`src/rtl/coeff_bank.sv`:
```
// rtl/coeff_bank.sv - double-buffered FIR coefficient store with tap sequencer
module coeff_bank #(
    parameter int WIDTH  = 8,
    parameter int ADDR_W = 4
) (
    input  logic              clk,
    input  logic              rst_n,
    input  logic              load_valid,
    input  logic [WIDTH-1:0]  load_data,
    input  logic              load_last,
    output logic              load_ready,
    input  logic              swap_req,
    output logic              swap_done,
    input  logic              rd_en,
    input  logic [ADDR_W-1:0] rd_addr,
    output logic [WIDTH-1:0]  rd_data,
    output logic              rd_valid,
    input  logic              seq_start,
    output logic              seq_valid,
    output logic [WIDTH-1:0]  seq_data,
    output logic [ADDR_W-1:0] seq_idx,
    output logic              seq_last,
    output logic              seq_busy,
    output logic              act_valid
);

    localparam int DEPTH = 2**ADDR_W;

    typedef enum logic [1:0] {L_IDLE, L_FILL, L_FULL} lstate_t;

    lstate_t           lstate, lstate_n;
    logic [ADDR_W-1:0] wptr, wptr_n;
    logic [ADDR_W:0]   sh_ntaps, sh_ntaps_n;
    logic [ADDR_W:0]   act_ntaps;
    logic [ADDR_W:0]   act_last;
    logic              active;
    logic              swap_pend;
    logic              swap_go;
    logic              load_acc;
    logic              load_end;

    logic [WIDTH-1:0]  bank0 [DEPTH];
    logic [WIDTH-1:0]  bank1 [DEPTH];
    logic [ADDR_W-1:0] raddr;
    logic [WIDTH-1:0]  mem_q;
    logic              rd_zero;

    logic              seq_run;
    logic [ADDR_W-1:0] seq_cnt;
    logic              seq_at_end;
    logic              seq_go;

    assign load_ready = (lstate != L_FULL);
    assign load_acc   = load_valid & load_ready;
    assign load_end   = load_last | (wptr == ADDR_W'(DEPTH-1));

    // A request arriving in the very cycle the conditions hold swaps immediately.
    assign swap_go    = (swap_pend | swap_req) & (lstate == L_FULL) & ~seq_busy;

    // Busy covers the address-issue cycles plus the cycle the last tap is output.
    assign seq_busy   = seq_run | seq_valid;
    assign seq_go     = seq_start & ~seq_busy & act_valid & ~swap_go;
    assign act_last   = act_ntaps - (ADDR_W+1)'(1);
    assign seq_at_end = ({1'b0, seq_cnt} == act_last);

    assign raddr      = seq_run ? seq_cnt : rd_addr;
    assign rd_data    = (rd_valid & ~rd_zero) ? mem_q : '0;
    assign seq_data   = seq_valid ? mem_q : '0;

    always_comb begin
        lstate_n   = lstate;
        wptr_n     = wptr;
        sh_ntaps_n = sh_ntaps;
        case (lstate)
            L_IDLE, L_FILL: begin
                if (load_acc) begin
                    wptr_n = wptr + ADDR_W'(1);
                    if (load_end) begin
                        lstate_n   = L_FULL;
                        sh_ntaps_n = {1'b0, wptr} + (ADDR_W+1)'(1);
                    end else begin
                        lstate_n = L_FILL;
                    end
                end
            end
            L_FULL: begin
                if (swap_go) begin
                    lstate_n = L_IDLE;
                    wptr_n   = '0;
                end
            end
            default: lstate_n = L_IDLE;
        endcase
    end

    always_ff @(posedge clk or negedge rst_n) begin
        if (!rst_n) begin
            lstate   <= L_IDLE;
            wptr     <= '0;
            sh_ntaps <= '0;
        end else begin
            lstate   <= lstate_n;
            wptr     <= wptr_n;
            sh_ntaps <= sh_ntaps_n;
        end
    end

    always_ff @(posedge clk or negedge rst_n) begin
        if (!rst_n) begin
            active    <= 1'b0;
            act_valid <= 1'b0;
            act_ntaps <= '0;
            swap_pend <= 1'b0;
            swap_done <= 1'b0;
        end else begin
            swap_done <= swap_go;
            if (swap_go) begin
                active    <= ~active;
                act_ntaps <= sh_ntaps;
                act_valid <= 1'b1;
                swap_pend <= 1'b0;
            end else if (swap_req) begin
                swap_pend <= 1'b1;
            end
        end
    end

    always_ff @(posedge clk or negedge rst_n) begin
        if (!rst_n) begin
            seq_run   <= 1'b0;
            seq_cnt   <= '0;
            seq_valid <= 1'b0;
            seq_idx   <= '0;
            seq_last  <= 1'b0;
            rd_valid  <= 1'b0;
            rd_zero   <= 1'b0;
        end else begin
            if (seq_go) begin
                seq_run <= 1'b1;
                seq_cnt <= '0;
            end else if (seq_run) begin
                seq_cnt <= seq_cnt + ADDR_W'(1);
                if (seq_at_end) begin
                    seq_run <= 1'b0;
                end
            end
            seq_valid <= seq_run;
            seq_idx   <= seq_run ? seq_cnt : '0;
            seq_last  <= seq_run & seq_at_end;
            rd_valid  <= rd_en & ~seq_busy;
            rd_zero   <= ~act_valid | ({1'b0, rd_addr} >= act_ntaps);
        end
    end

    // Storage has no reset; one shared read port serves both sequencer and debug reads.
    always_ff @(posedge clk) begin
        if (load_acc) begin
            if (active) begin
                bank0[wptr] <= load_data;
            end else begin
                bank1[wptr] <= load_data;
            end
        end
        mem_q <= active ? bank1[raddr] : bank0[raddr];
    end

endmodule

```
`config.mk`:
```
export PLATFORM = sky130hd
export DESIGN_NAME = coeff_bank
export DESIGN_NICKNAME = d
export VERILOG_FILES = /design/src/rtl/coeff_bank.sv
export SDC_FILE = /design/constraint.sdc
export NUM_CORES = 1
export LEC_CHECK = 0
export ABC_AREA = 1
export ABC_CLOCK_PERIOD_IN_PS = 2200
export BUFFER_PORTS_ARGS = -buffer_cell sky130_fd_sc_hd__clkbuf_2
export CELL_PAD_IN_SITES_DETAIL_PLACEMENT = 0
export CELL_PAD_IN_SITES_GLOBAL_PLACEMENT = 1
export CORE_AREA = 4 4 170 172
export DETAILED_ROUTE_END_ITERATION = 6
export DIE_AREA = 0 0 174 176
export PLACE_DENSITY = 0.81
export SLEW_MARGIN = 0
export SYNTH_ARGS = -nofsm -noshare
export SYNTH_HDL_FRONTEND = slang
export SYNTH_SLANG_ARGS = --single-unit
```
`constraint.sdc`:
```
create_clock -name clk -period 2.2 [get_ports clk]
set_input_delay 0.11 -clock clk [delete_from_list [all_inputs] [get_ports clk]]
set_output_delay 0.11 -clock clk [all_outputs]
set_load 0.01 [all_outputs]
```
# [Yosys cells after proc, flatten, opt, wreduce, memory -nomap -nowiden]
# Memories as Yosys holds them, arrays and structs flattened.
# Cells that the tools add are included.
[classes] n_reduce_logical=8 addsub=4 n_bitwise=18 mux=25 n_eq_ne=7 mul=0 shifts=0 div_mod_pow=0 order_cmp=1
[op_table] operator="$mux W4" n=6
[op_table] operator="$mux W8" n=3
[op_table] operator="$mux W1" n=11
[op_table] operator="$and A1 B1 Y1" n=9
[op_table] operator="$add A4 B1 Y4 const B" n=2
[op_table] operator="$pmux W4 S2" n=1
[op_table] operator="$mux W2" n=3
[op_table] operator="$ne A2 B2 Y1 const B" n=3
[op_table] operator="$reduce_and A3 Y1" n=2
[op_table] operator="$reduce_bool A2 Y1" n=3
[op_table] operator="$add A4 B1 Y5 const B" n=1
[op_table] operator="$eq A4 B5 Y1" n=1
[op_table] operator="$ge A4 B5 Y1" n=1
[op_table] operator="$not A1 Y1" n=5
[op_table] operator="$sub A5 B1 Y5 const B" n=1
[op_table] operator="$eq A4 B4 Y1 const B" n=1
[op_table] operator="$or A1 B1 Y1" n=4
[op_table] operator="$pmux W2 S2" n=1
[op_table] operator="$eq A2 B1 Y1 const B" n=1
[op_table] operator="$eq A2 B2 Y1 const B" n=1
[op_table] operator="$logic_not A2 Y1" n=1
[op_table] operator="$reduce_and A2 Y1" n=1
[op_table] operator="$reduce_or A2 Y1" n=1
[word_totals] regBits=41 latch_bits=0 inputBits=19 rom_bits=0 wordCells=81 mem_bits_rw=256 mem_count=2 output_inout_bits=27
[mem_list] memory="bank0" depth=16 width=8 read_ports=1 rd_ports_with_merged_regs=0 write_ports=1 line="42" rtl="logic [WIDTH-1:0] bank0 [DEPTH];"
[mem_list] memory="bank1" depth=16 width=8 read_ports=1 rd_ports_with_merged_regs=0 write_ports=1 line="43" rtl="logic [WIDTH-1:0] bank1 [DEPTH];"

# [Longest topological paths before layout]
# Gate-level depths: netlist of run 1.
[logic_depth] word_depth=6 depth_mapped=13 mapped_depth_nobuf=11

# [Least setup slack after synthesis of run 1]
# OpenSTA, ideal clock, no wires.
[synth_timing] path_kind="reg-to-reg" from="register wptr[0]" to="memory bank0[12][0], enable pin" t_required_ps=1817 path_stages_with_launch=5 synth_period_minus_slack_ps=1789 n_path_buf=0 path_slack_ps=411 setup_time_ps=383 arrival_time_ps=1405 path_cell_list="dfrtp_1 inv_1 ha_1 inv_1 nor3_1"
[synth_rtl] element="start: declaration" line="32" rtl="logic [ADDR_W-1:0] wptr, wptr_n;"
[synth_rtl] element="start signal: assignment" line="103" rtl="wptr <= wptr_n;"
[synth_rtl] element="end: declaration" line="42"
# No word-level cell before the write port.

# [Worst setup path in the final report of run 1]
[layout_timing] from="register seq_run" to="register mem_q[2]"
[layout_between] elab_chain_len=3 word_cells_on_any_way=4 cone_classes="mux (2); memory (2)"
[layout_lines] element="start: declaration" line="48" rtl="logic seq_run;"
[layout_lines] element="start signal: assignment" line="130" rtl="seq_run <= 1'b0;"
[layout_lines] element="start signal: assignment" line="139" rtl="seq_run <= 1'b1;"
[layout_lines] element="start signal: assignment" line="144" rtl="seq_run <= 1'b0;"
[layout_lines] element="$mux W4 (*)" line="66" rtl="assign raddr = seq_run ? seq_cnt : rd_addr;"
[layout_lines] element="$mem_v2 Z16 W8, on equally long branches"
[layout_lines] element="$mux W8 (*)" line="164" rtl="mem_q <= active ? bank1[raddr] : bank0[raddr];"
[layout_lines] element="end signal: assignment" line="164"
[layout_lines] element="end: declaration" line="45" rtl="logic [WIDTH-1:0] mem_q;"
# Mark *: on every way between the ends. The rest lies on a longest branch, timed or not.
# A chain may end at the register's enable or synchronous reset.

==> impl_metrics.xml, run 1 <==
<?xml version="1.0" encoding="UTF-8"?>
<metrics>
  <group name="timing">
    <metric name="grt_setup_unrepaired" unit="">no</metric>
    <metric name="final.min_clock_period" unit="ns">2.02</metric>
    <metric name="final.period_utilization" unit="%">91.9</metric>
    <metric name="setup_failing_eps_final" unit="">0</metric>
    <metric name="final_hold_viol_count" unit="">0</metric>
    <metric name="fmax" unit="MHz">495</metric>
    <metric name="finalWorstSetupSlack" unit="ns">0.179</metric>
    <metric name="worst_clock_skew" unit="ns">0.00740</metric>
    <metric name="number_of_slew_limit_violations_in_the_final_report" unit="">0</metric>
    <metric name="tightest_pin_transition" unit="ns">0.965</metric>
    <metric name="setup_total_negative_slack" unit="ns">0</metric>
    <metric name="timing.max_slew.rel_slack" unit="%">35.7</metric>
  </group>
  <group name="synthesis">
    <metric name="fraction_of_synthesized_cell_area_in_xor_and_xnor_cells" unit="%">0.529</metric>
    <metric name="synth_mux_area_share" unit="%">0</metric>
    <metric name="synth_simple_gate_area_share" unit="%">23.4</metric>
    <metric name="postSynth.asyncResetShare" unit="%">11.1</metric>
    <metric name="synthAdderAreaFrac" unit="%">0.944</metric>
    <metric name="synth_top_area_cell" unit="">sky130_fd_sc_hd__edfxtp_1</metric>
    <metric name="syn_nets" unit="">1315</metric>
    <metric name="synth.distinct_cells" unit="">29</metric>
    <metric name="synth_top_cells_by_area" unit="">sky130_fd_sc_hd__edfxtp_1 (58%), sky130_fd_sc_hd__nand3_1 (11%), sky130_fd_sc_hd__nand2_1 (8.8%)</metric>
    <metric name="yosysMostFrequentCell" unit="">sky130_fd_sc_hd__nand2_1</metric>
    <metric name="combinational_family_with_the_most_area_after_synthesis" unit="">simple AND/OR/NAND/NOR gates</metric>
    <metric name="synth-edff-count" unit="">256</metric>
    <metric name="synth_area" unit="sq um">13300</metric>
    <metric name="gate_count_post_synth" unit="">1286</metric>
    <metric name="syn_avg_cell_area" unit="sq um">10.3</metric>
    <metric name="synth-compound-area-share" unit="%">1.14</metric>
    <metric name="synthDominantCellAreaShare" unit="%">58.0</metric>
    <metric name="yosys_most_used_dff" unit="">sky130_fd_sc_hd__edfxtp_1</metric>
    <metric name="synth_seq_area_share" unit="%">65.4</metric>
    <metric name="synth-warning-count" unit="">0</metric>
    <metric name="ys_top_cells_by_count" unit="">sky130_fd_sc_hd__nand2_1 (312), sky130_fd_sc_hd__nand3_1 (285), sky130_fd_sc_hd__edfxtp_1 (256), sky130_fd_sc_hd__inv_1 (178)</metric>
    <metric name="synth_seq_cells" unit="">297</metric>
  </group>
  <group name="finish">
    <metric name="layout-drive-gt1-share" unit="%">11.0</metric>
    <metric name="areaGrowthSynthToFinish" unit="%">12.8</metric>
    <metric name="postLayoutCellArea" unit="sq um">15000</metric>
    <metric name="finish.net_count" unit="">1384</metric>
    <metric name="antenna_cells_inserted" unit="">0</metric>
    <metric name="finish.cell_count_without_fillers" unit="">1725</metric>
  </group>
  <group name="drt">
    <metric name="ant_nets" unit="">0</metric>
    <metric name="wl_met3" unit="um">2040</metric>
    <metric name="wl_met1" unit="um">14800</metric>
    <metric name="met2RoutedLength" unit="um">15800</metric>
    <metric name="drt_iter0_markers" unit="">1074</metric>
    <metric name="vias_per_cell" unit="">5.33</metric>
    <metric name="drt-total-wl" unit="um">33500</metric>
    <metric name="drcViolationCount" unit="">0</metric>
    <metric name="routed_wire_length_per_instance" unit="um">19.4</metric>
    <metric name="drt_pass1_iterations" unit="">7</metric>
    <metric name="vias" unit="">9197</metric>
    <metric name="topRoutingLayerUsed" unit="">met4</metric>
  </group>
  <group name="pwr">
    <metric name="max-vdd-ir-drop" unit="mV">0.747</metric>
    <metric name="fin_total_pwr" unit="mW">19.3</metric>
    <metric name="total_leakage_power" unit="nW">6.42</metric>
    <metric name="power_density_normalized_to_cell_area" unit="nW/um^2">1290</metric>
  </group>
  <group name="place">
    <metric name="port_buffers" unit="">45</metric>
    <metric name="place_ws" unit="ns">0.223</metric>
    <metric name="placedInstanceArea" unit="sq um">14000</metric>
    <metric name="cells_after_dpl" unit="">1662</metric>
    <metric name="gpl.final_weighted_congestion" unit="">0.832</metric>
    <metric name="place.detailed.hpwl" unit="um">20800</metric>
  </group>
  <group name="worst_setup_path">
    <metric name="cp_data_arrival_time" unit="ns">2.53</metric>
    <metric name="highest_net_fanout_along_the_worst_path" unit="">51</metric>
    <metric name="critPathLaunchType" unit="">flop</metric>
    <metric name="cp-end-kind" unit="">flop</metric>
    <metric name="critical_path_class" unit="">flop to flop</metric>
    <metric name="cp.required" unit="ns">2.71</metric>
  </group>
  <group name="die">
    <metric name="design.core.area" unit="sq um">27500</metric>
    <metric name="boundaryPins" unit="">46</metric>
    <metric name="initial_core_util" unit="%">48.2</metric>
    <metric name="design.die.area" unit="sq um">30600</metric>
    <metric name="die_width" unit="um">174</metric>
    <metric name="floorplan.die.height" unit="um">176</metric>
    <metric name="rows" unit="">61</metric>
  </group>
  <group name="clock_network">
    <metric name="tritoncts.num_buffers" unit="">31</metric>
    <metric name="clock_tree.htree_level_count" unit="">1</metric>
    <metric name="clk_root_buffer_cell" unit="">sky130_fd_sc_hd__clkbuf_16</metric>
    <metric name="clock_sink_count" unit="">297</metric>
    <metric name="path_clk_slew" unit="ns">0.06</metric>
    <metric name="tritoncts" unit="">yes</metric>
    <metric name="clkLatencyLatePin" unit="ns">0.56</metric>
    <metric name="max-clock-path-buffers" unit="">3</metric>
  </group>
  <group name="job">
    <metric name="cap_viol_max_count" unit="">0</metric>
  </group>
  <group name="grt">
    <metric name="vias_in_the_first_global_route" unit="">8923</metric>
    <metric name="global_route.usage.total" unit="%">22.0</metric>
    <metric name="grt_pass1_wl" unit="um">52700</metric>
    <metric name="grt_start_max_net_pins" unit="">65</metric>
    <metric name="antenna_found_initial" unit="">0</metric>
    <metric name="grt_remaining_overflow" unit="">0</metric>
  </group>
  <group name="hold_path">
    <metric name="hold_class" unit="">input pin to flop</metric>
  </group>
  <group name="run_status">
    <metric name="run_status" unit="">finished clean</metric>
  </group>
</metrics>
==> power breakdown <==
group	switching, mW	internal, mW
Clock	2.08	2.56
Sequential	0.416	6.68
Combinational	5.11	2.43
==> metal layers <==
layer	up-vias	global-route usage, %
met3	51	3.32
met5	-	0
met1	4448	32.0
met4	0	5.84
met2	289	35.0
li1	4409	-
==> repair_timing <==
item | in CTS | in global routing
hold endpoints to repair | 41 | 0
buffers inserted | 0 | 0
hold buffers | 6 | 0
resized for setup | 0 | 2
setup endpoints to repair | 0 | 2
==> cells by family (layout without fill, tap and decap cells) <==
group	count (synthesis)	in the layout
buffers and inverters	254	347
DFF	297	297
adders and majority gates	10	10
xor gates and xnor gates	8	8
and+or+nand+nor	690	690
AOI/OAI and AO/OA	27	27
==> registers in the layout (all words and copies together) (netlist names) <==
register,count
active,1
seq_valid,1
seq_run,1
act_valid,1
rd_zero,1
bank0,128
swap_pend,1
lstate,2
seq_idx,4
seq_cnt,4
rd_valid,1
swap_done,1
wptr,4
mem_q,8
bank1,128
act_ntaps,5
sh_ntaps,5
seq_last,1
==> cell usage in the layout (no fill, tap or decap), types with 10 or more instances in the layout <==
| master | Yosys | routed |
|---|---|---|
| sky130_fd_sc_hd__ha_1 | 10 | 10 |
| sky130_fd_sc_hd__nand2_1 | 312 | 311 |
| sky130_fd_sc_hd__inv_1 | 178 | 178 |
| sky130_fd_sc_hd__clkinv_1 | 1 | 12 |
| sky130_fd_sc_hd__clkbuf_16 | 0 | 31 |
| sky130_fd_sc_hd__nor2_1 | 47 | 47 |
| sky130_fd_sc_hd__buf_4 | 9 | 49 |
| sky130_fd_sc_hd__dfrtp_1 | 33 | 33 |
| sky130_fd_sc_hd__o21ai_0 | 12 | 12 |
| sky130_fd_sc_hd__nand3b_1 | 32 | 32 |
| sky130_fd_sc_hd__edfxtp_1 | 256 | 256 |
| sky130_fd_sc_hd__nand3_1 | 285 | 285 |
| sky130_fd_sc_hd__clkbuf_2 | 0 | 45 |
==> critical path: stages (launching register included) <==
cell and delay [ns]:
sky130_fd_sc_hd__dfrtp_1 0.44, sky130_fd_sc_hd__inv_1 0.20, sky130_fd_sc_hd__nand2_4 0.13, sky130_fd_sc_hd__nand2_4 0.12, sky130_fd_sc_hd__buf_12 0.24, sky130_fd_sc_hd__nand2_1 0.08
sky130_fd_sc_hd__nand2_1 0.06, sky130_fd_sc_hd__nand2_1 0.06, sky130_fd_sc_hd__nand3_1 0.12, sky130_fd_sc_hd__nand3_1 0.21, sky130_fd_sc_hd__nand2_1 0.14, sky130_fd_sc_hd__nand2_1 0.05
sky130_fd_sc_hd__nand2_1 0.07
==> cell type report <==
type / instances / area (sq um)
Inverter: 182 / 686
Timing Repair Buffer: 108 / 813
Clock buffer: 37 / 798
Tap cell: 346 / 433
Fill cell: 2412 / 12500
Sequential cell: 297 / 8670
Multi-Input combinational cell: 735 / 3460
Clock inverter: 20 / 92.6
==> per-stage QoR <==
step,hold WS [ns],util [%]
finish,0.0736,54.4
global route,0.0600,54.4
CTS,0.0468,54.4
detailed placement,0.250,50.9
global placement,0.235,50.9
floorplan,-0.186,-
==> final timing paths <==
check / slack, ns / startpoint / cells after the start / to
setup / recovery: 0.18 / seq_run$_DFF_PN0_ / 12 / mem_q[2]$_DFF_P_
hold / removal: 0.07 / rd_addr[3] / 4 / rd_zero$_DFF_PN0_
setup reg to reg: 0.18 / seq_run$_DFF_PN0_ / 12 / mem_q[2]$_DFF_P_
hold reg to reg: 0.48 / sh_ntaps[4]$_DFFE_PN0P_ / 2 / act_ntaps[4]$_DFFE_PN0P_
max in group asynchronous: 1.50 / rst_n / 2 / act_ntaps[3]$_DFFE_PN0P_
min in group asynchronous: 0.18 / rst_n / 2 / seq_idx[3]$_DFF_PN0_
Power figures use the tool's default switching activity.
==> inputs of run 2 (changes only) <==
--- a/config.mk
+++ b/config.mk
@@ -6,14 +6,14 @@
 export NUM_CORES = 1
 export LEC_CHECK = 0
 export ABC_AREA = 1
-export ABC_CLOCK_PERIOD_IN_PS = 2200
+export ABC_CLOCK_PERIOD_IN_PS = 2220
 export BUFFER_PORTS_ARGS = -buffer_cell sky130_fd_sc_hd__clkbuf_2
 export CELL_PAD_IN_SITES_DETAIL_PLACEMENT = 0
 export CELL_PAD_IN_SITES_GLOBAL_PLACEMENT = 1
 export CORE_AREA = 4 4 170 172
 export DETAILED_ROUTE_END_ITERATION = 6
 export DIE_AREA = 0 0 174 176
-export PLACE_DENSITY = 0.81
+export PLACE_DENSITY_LB_ADDON = 0.1
 export SLEW_MARGIN = 0
 export SYNTH_ARGS = -nofsm -noshare
 export SYNTH_HDL_FRONTEND = slang
==> constraint.sdc (replaced) <==
create_clock -name clk -period 2.22 [get_ports clk]
set_input_delay 0.111 -clock clk [delete_from_list [all_inputs] [get_ports clk]]
set_output_delay 0.111 -clock clk [all_outputs]
set_load 0.01 [all_outputs]
==> run 2 against run 1 <==
- fmax is 1.2% lower
- flip-flop and latch count stayed put
- critical endpoint is now mem_q[4]$_DFF_P_
- clock power is 8.8% higher
- critical path depth stayed put
- highest routed layer unchanged
- global-route usage is 0.76 points higher
==> impl_metrics.xml, run 2 (synthesized netlist as in run 1, its figures left out) <==
<?xml version="1.0" encoding="UTF-8"?>
<metrics>
  <group name="run_status">
    <metric name="run_status" unit="">finished clean</metric>
  </group>
  <group name="pwr">
    <metric name="p_clk_share" unit="%">25.3</metric>
    <metric name="comb_power_share" unit="%">39.4</metric>
    <metric name="fin_total_pwr" unit="mW">20.0</metric>
    <metric name="max-vdd-ir-drop" unit="mV">0.706</metric>
    <metric name="total_leakage_power" unit="nW">6.51</metric>
    <metric name="power.switching" unit="mW">7.72</metric>
    <metric name="intPower" unit="mW">12.2</metric>
    <metric name="power_density_normalized_to_cell_area" unit="nW/um^2">1320</metric>
    <metric name="switching_share" unit="%">38.7</metric>
    <metric name="seq_power_share" unit="%">35.3</metric>
  </group>
  <group name="timing">
    <metric name="number_of_slew_limit_violations_in_the_final_report" unit="">0</metric>
    <metric name="setup_total_negative_slack" unit="ns">0</metric>
    <metric name="worst_clock_skew" unit="ns">0.0103</metric>
    <metric name="worst_hold_slack" unit="ns">0.0908</metric>
    <metric name="timing.max_slew.rel_slack" unit="%">42.3</metric>
    <metric name="final_hold_viol_count" unit="">0</metric>
    <metric name="final.min_clock_period" unit="ns">2.05</metric>
    <metric name="grt_setup_unrepaired" unit="">no</metric>
    <metric name="final.period_utilization" unit="%">92.1</metric>
    <metric name="fmax" unit="MHz">489</metric>
    <metric name="tightest_pin_transition" unit="ns">0.865</metric>
    <metric name="setup_failing_eps_final" unit="">0</metric>
    <metric name="finalWorstSetupSlack" unit="ns">0.175</metric>
  </group>
  <group name="drt">
    <metric name="drt_pass1_iterations" unit="">5</metric>
    <metric name="vias_per_cell" unit="">5.28</metric>
    <metric name="drcViolationCount" unit="">0</metric>
    <metric name="drt-total-wl" unit="um">34800</metric>
    <metric name="routed_wire_length_per_instance" unit="um">20.1</metric>
    <metric name="drt_iter0_markers" unit="">821</metric>
    <metric name="vias" unit="">9124</metric>
    <metric name="ant_nets" unit="">0</metric>
  </group>
  <group name="place">
    <metric name="placedInstanceArea" unit="sq um">14100</metric>
    <metric name="gpl.final_weighted_congestion" unit="">0.821</metric>
    <metric name="place.detailed.hpwl" unit="um">21400</metric>
    <metric name="place_ws" unit="ns">0.121</metric>
    <metric name="port_buffers" unit="">45</metric>
    <metric name="cells_after_dpl" unit="">1666</metric>
  </group>
  <group name="grt">
    <metric name="grt_start_max_net_pins" unit="">60</metric>
    <metric name="grt_remaining_overflow" unit="">0</metric>
    <metric name="antenna_found_initial" unit="">0</metric>
    <metric name="global_route.usage.total" unit="%">22.7</metric>
    <metric name="grt_pass1_wl" unit="um">53700</metric>
    <metric name="vias_in_the_first_global_route" unit="">8854</metric>
  </group>
  <group name="clock_network">
    <metric name="clock_sink_count" unit="">297</metric>
    <metric name="clk_root_buffer_cell" unit="">sky130_fd_sc_hd__clkbuf_16</metric>
    <metric name="clock_tree.htree_level_count" unit="">1</metric>
    <metric name="max-clock-path-buffers" unit="">3</metric>
    <metric name="path_clk_slew" unit="ns">0.06</metric>
    <metric name="tritoncts" unit="">yes</metric>
    <metric name="tritoncts.num_buffers" unit="">31</metric>
    <metric name="clkLatencyLatePin" unit="ns">0.55</metric>
  </group>
  <group name="die">
    <metric name="die_width" unit="um">174</metric>
    <metric name="rows" unit="">61</metric>
    <metric name="design.core.area" unit="sq um">27500</metric>
    <metric name="floorplan.die.height" unit="um">176</metric>
    <metric name="boundaryPins" unit="">46</metric>
    <metric name="initial_core_util" unit="%">48.2</metric>
    <metric name="design.die.area" unit="sq um">30600</metric>
  </group>
  <group name="worst_setup_path">
    <metric name="worst-path-buf-inv" unit="">2</metric>
    <metric name="crit_path_max_cell_delay" unit="ns">0.41</metric>
    <metric name="cp-end-kind" unit="">flop</metric>
    <metric name="worst_path_most_repeated_cell" unit="">sky130_fd_sc_hd__nand2_1</metric>
    <metric name="cp.required" unit="ns">2.71</metric>
    <metric name="cp_data_arrival_time" unit="ns">2.54</metric>
    <metric name="critical-path-top-delay-family" unit="">simple AND/OR/NAND/NOR gates</metric>
    <metric name="timing.reg2reg.setup_slack" unit="ns">0.17</metric>
    <metric name="critPathLaunchType" unit="">flop</metric>
    <metric name="highest_net_fanout_along_the_worst_path" unit="">53</metric>
    <metric name="crit_slowest_cell" unit="">sky130_fd_sc_hd__dfrtp_1</metric>
    <metric name="crit_path_cell_trace" unit="">inv_1 -&gt; nand2_4 -&gt; nand2_4 -&gt; buf_16 -&gt; nand2_1 -&gt; nand2_1 -&gt; nand2_1 -&gt; nand3_1 -&gt; nand3_1 -&gt; nand2_1 -&gt; nand2_1 -&gt; nand2_1</metric>
    <metric name="critical_path_class" unit="">flop to flop</metric>
  </group>
  <group name="finish">
    <metric name="postLayoutCellArea" unit="sq um">15200</metric>
    <metric name="layout_common_cells" unit="">sky130_fd_sc_hd__nand2_1 (311), sky130_fd_sc_hd__nand3_1 (284), sky130_fd_sc_hd__edfxtp_1 (256)</metric>
    <metric name="areaGrowthSynthToFinish" unit="%">14.4</metric>
    <metric name="layout.core_utilization" unit="%">55.2</metric>
    <metric name="nFillCells" unit="">2409</metric>
    <metric name="finish.cell_count_without_fillers" unit="">1729</metric>
    <metric name="largestRegisters" unit="">bank0: 128 flops, bank1: 128 flops, mem_q: 8 flops</metric>
    <metric name="finish.net_count" unit="">1388</metric>
    <metric name="antenna_cells_inserted" unit="">0</metric>
    <metric name="layout-drive-gt1-share" unit="%">11.5</metric>
    <metric name="mostFrequentLayoutCell" unit="">sky130_fd_sc_hd__nand2_1</metric>
  </group>
  <group name="hold_path">
    <metric name="hold_class" unit="">input pin to flop</metric>
  </group>
  <group name="job">
    <metric name="cap_viol_max_count" unit="">0</metric>
  </group>
</metrics>
==> run 2: cell count changes in the layout (fill, tap and decap cells not counted), moves of 3 or more <==
| cell | previous run | this run |
|---|---|---|
| sky130_fd_sc_hd__bufinv_16 | 0 | 3 |
| sky130_fd_sc_hd__clkinv_1 | 12 | 6 |
| sky130_fd_sc_hd__clkinv_2 | 7 | 4 |
| sky130_fd_sc_hd__clkbuf_1 | 6 | 10 |
| sky130_fd_sc_hd__clkbuf_8 | 0 | 3 |
| sky130_fd_sc_hd__buf_12 | 8 | 13 |
==> run 2: cell type report <==
class	count	area, sq um	area share (%)
Sequential cell	297	8670	57.2
Multi-Input combinational cell	735	3460	22.8
Timing Repair Buffer	112	926	6.10
Clock buffer	44	855	5.63
Inverter	182	683	4.50
Tap cell	346	433	2.85
Clock inverter	13	136	0.899
==> run 2: power by group through the flow <==
stage               Clock (mW)  Sequential (mW)  Combinational (mW)
detailed placement           0             7.16                7.87
CTS                       5.17             7.05                7.91
floorplan                    0             6.95                5.30
global route              5.42             7.11                8.75
global placement             0             7.16                7.85
finish                    5.05             7.05                7.87
==> run 2: worst min-delay path: cells and delay by family <==
family | cells | cell delay, ns
AO/OA/AOI/OAI | 2 | 0.22
buffers and inverters | 1 | 0.13
adder cells (fa/ha/maj) | 1 | 0.14
==> run 2: metal layers <==
layer,up-vias,global-route usage (%),share of wire (%)
li1,4422,-,-
met1,4418,32.4,44
met2,229,36.4,47
met3,55,3.85,6.0
met4,0,6.40,2.6
met5,-,0,0
==> run 2: repair_timing <==
action                     in CTS  in global routing
gates resized for setup         0                  2
hold buffers                    6                  0
hold endpoints to repair       41                  0
setup endpoints to repair       0                  2
buffers inserted                0                  0
==> run 2: worst paths after layout <==
check,from,endpoint,cells after the start
max,seq_run$_DFF_PN0_,mem_q[4]$_DFF_P_,12
min,rd_addr[3],rd_zero$_DFF_PN0_,4
max reg2reg,seq_run$_DFF_PN0_,mem_q[4]$_DFF_P_,12
min reg2reg,sh_ntaps[1]$_DFFE_PN0P_,sh_ntaps[1]$_DFFE_PN0P_,2
max in group asynchronous,rst_n,rd_zero$_DFF_PN0_,2
min in group asynchronous,rst_n,act_ntaps[4]$_DFFE_PN0P_,2
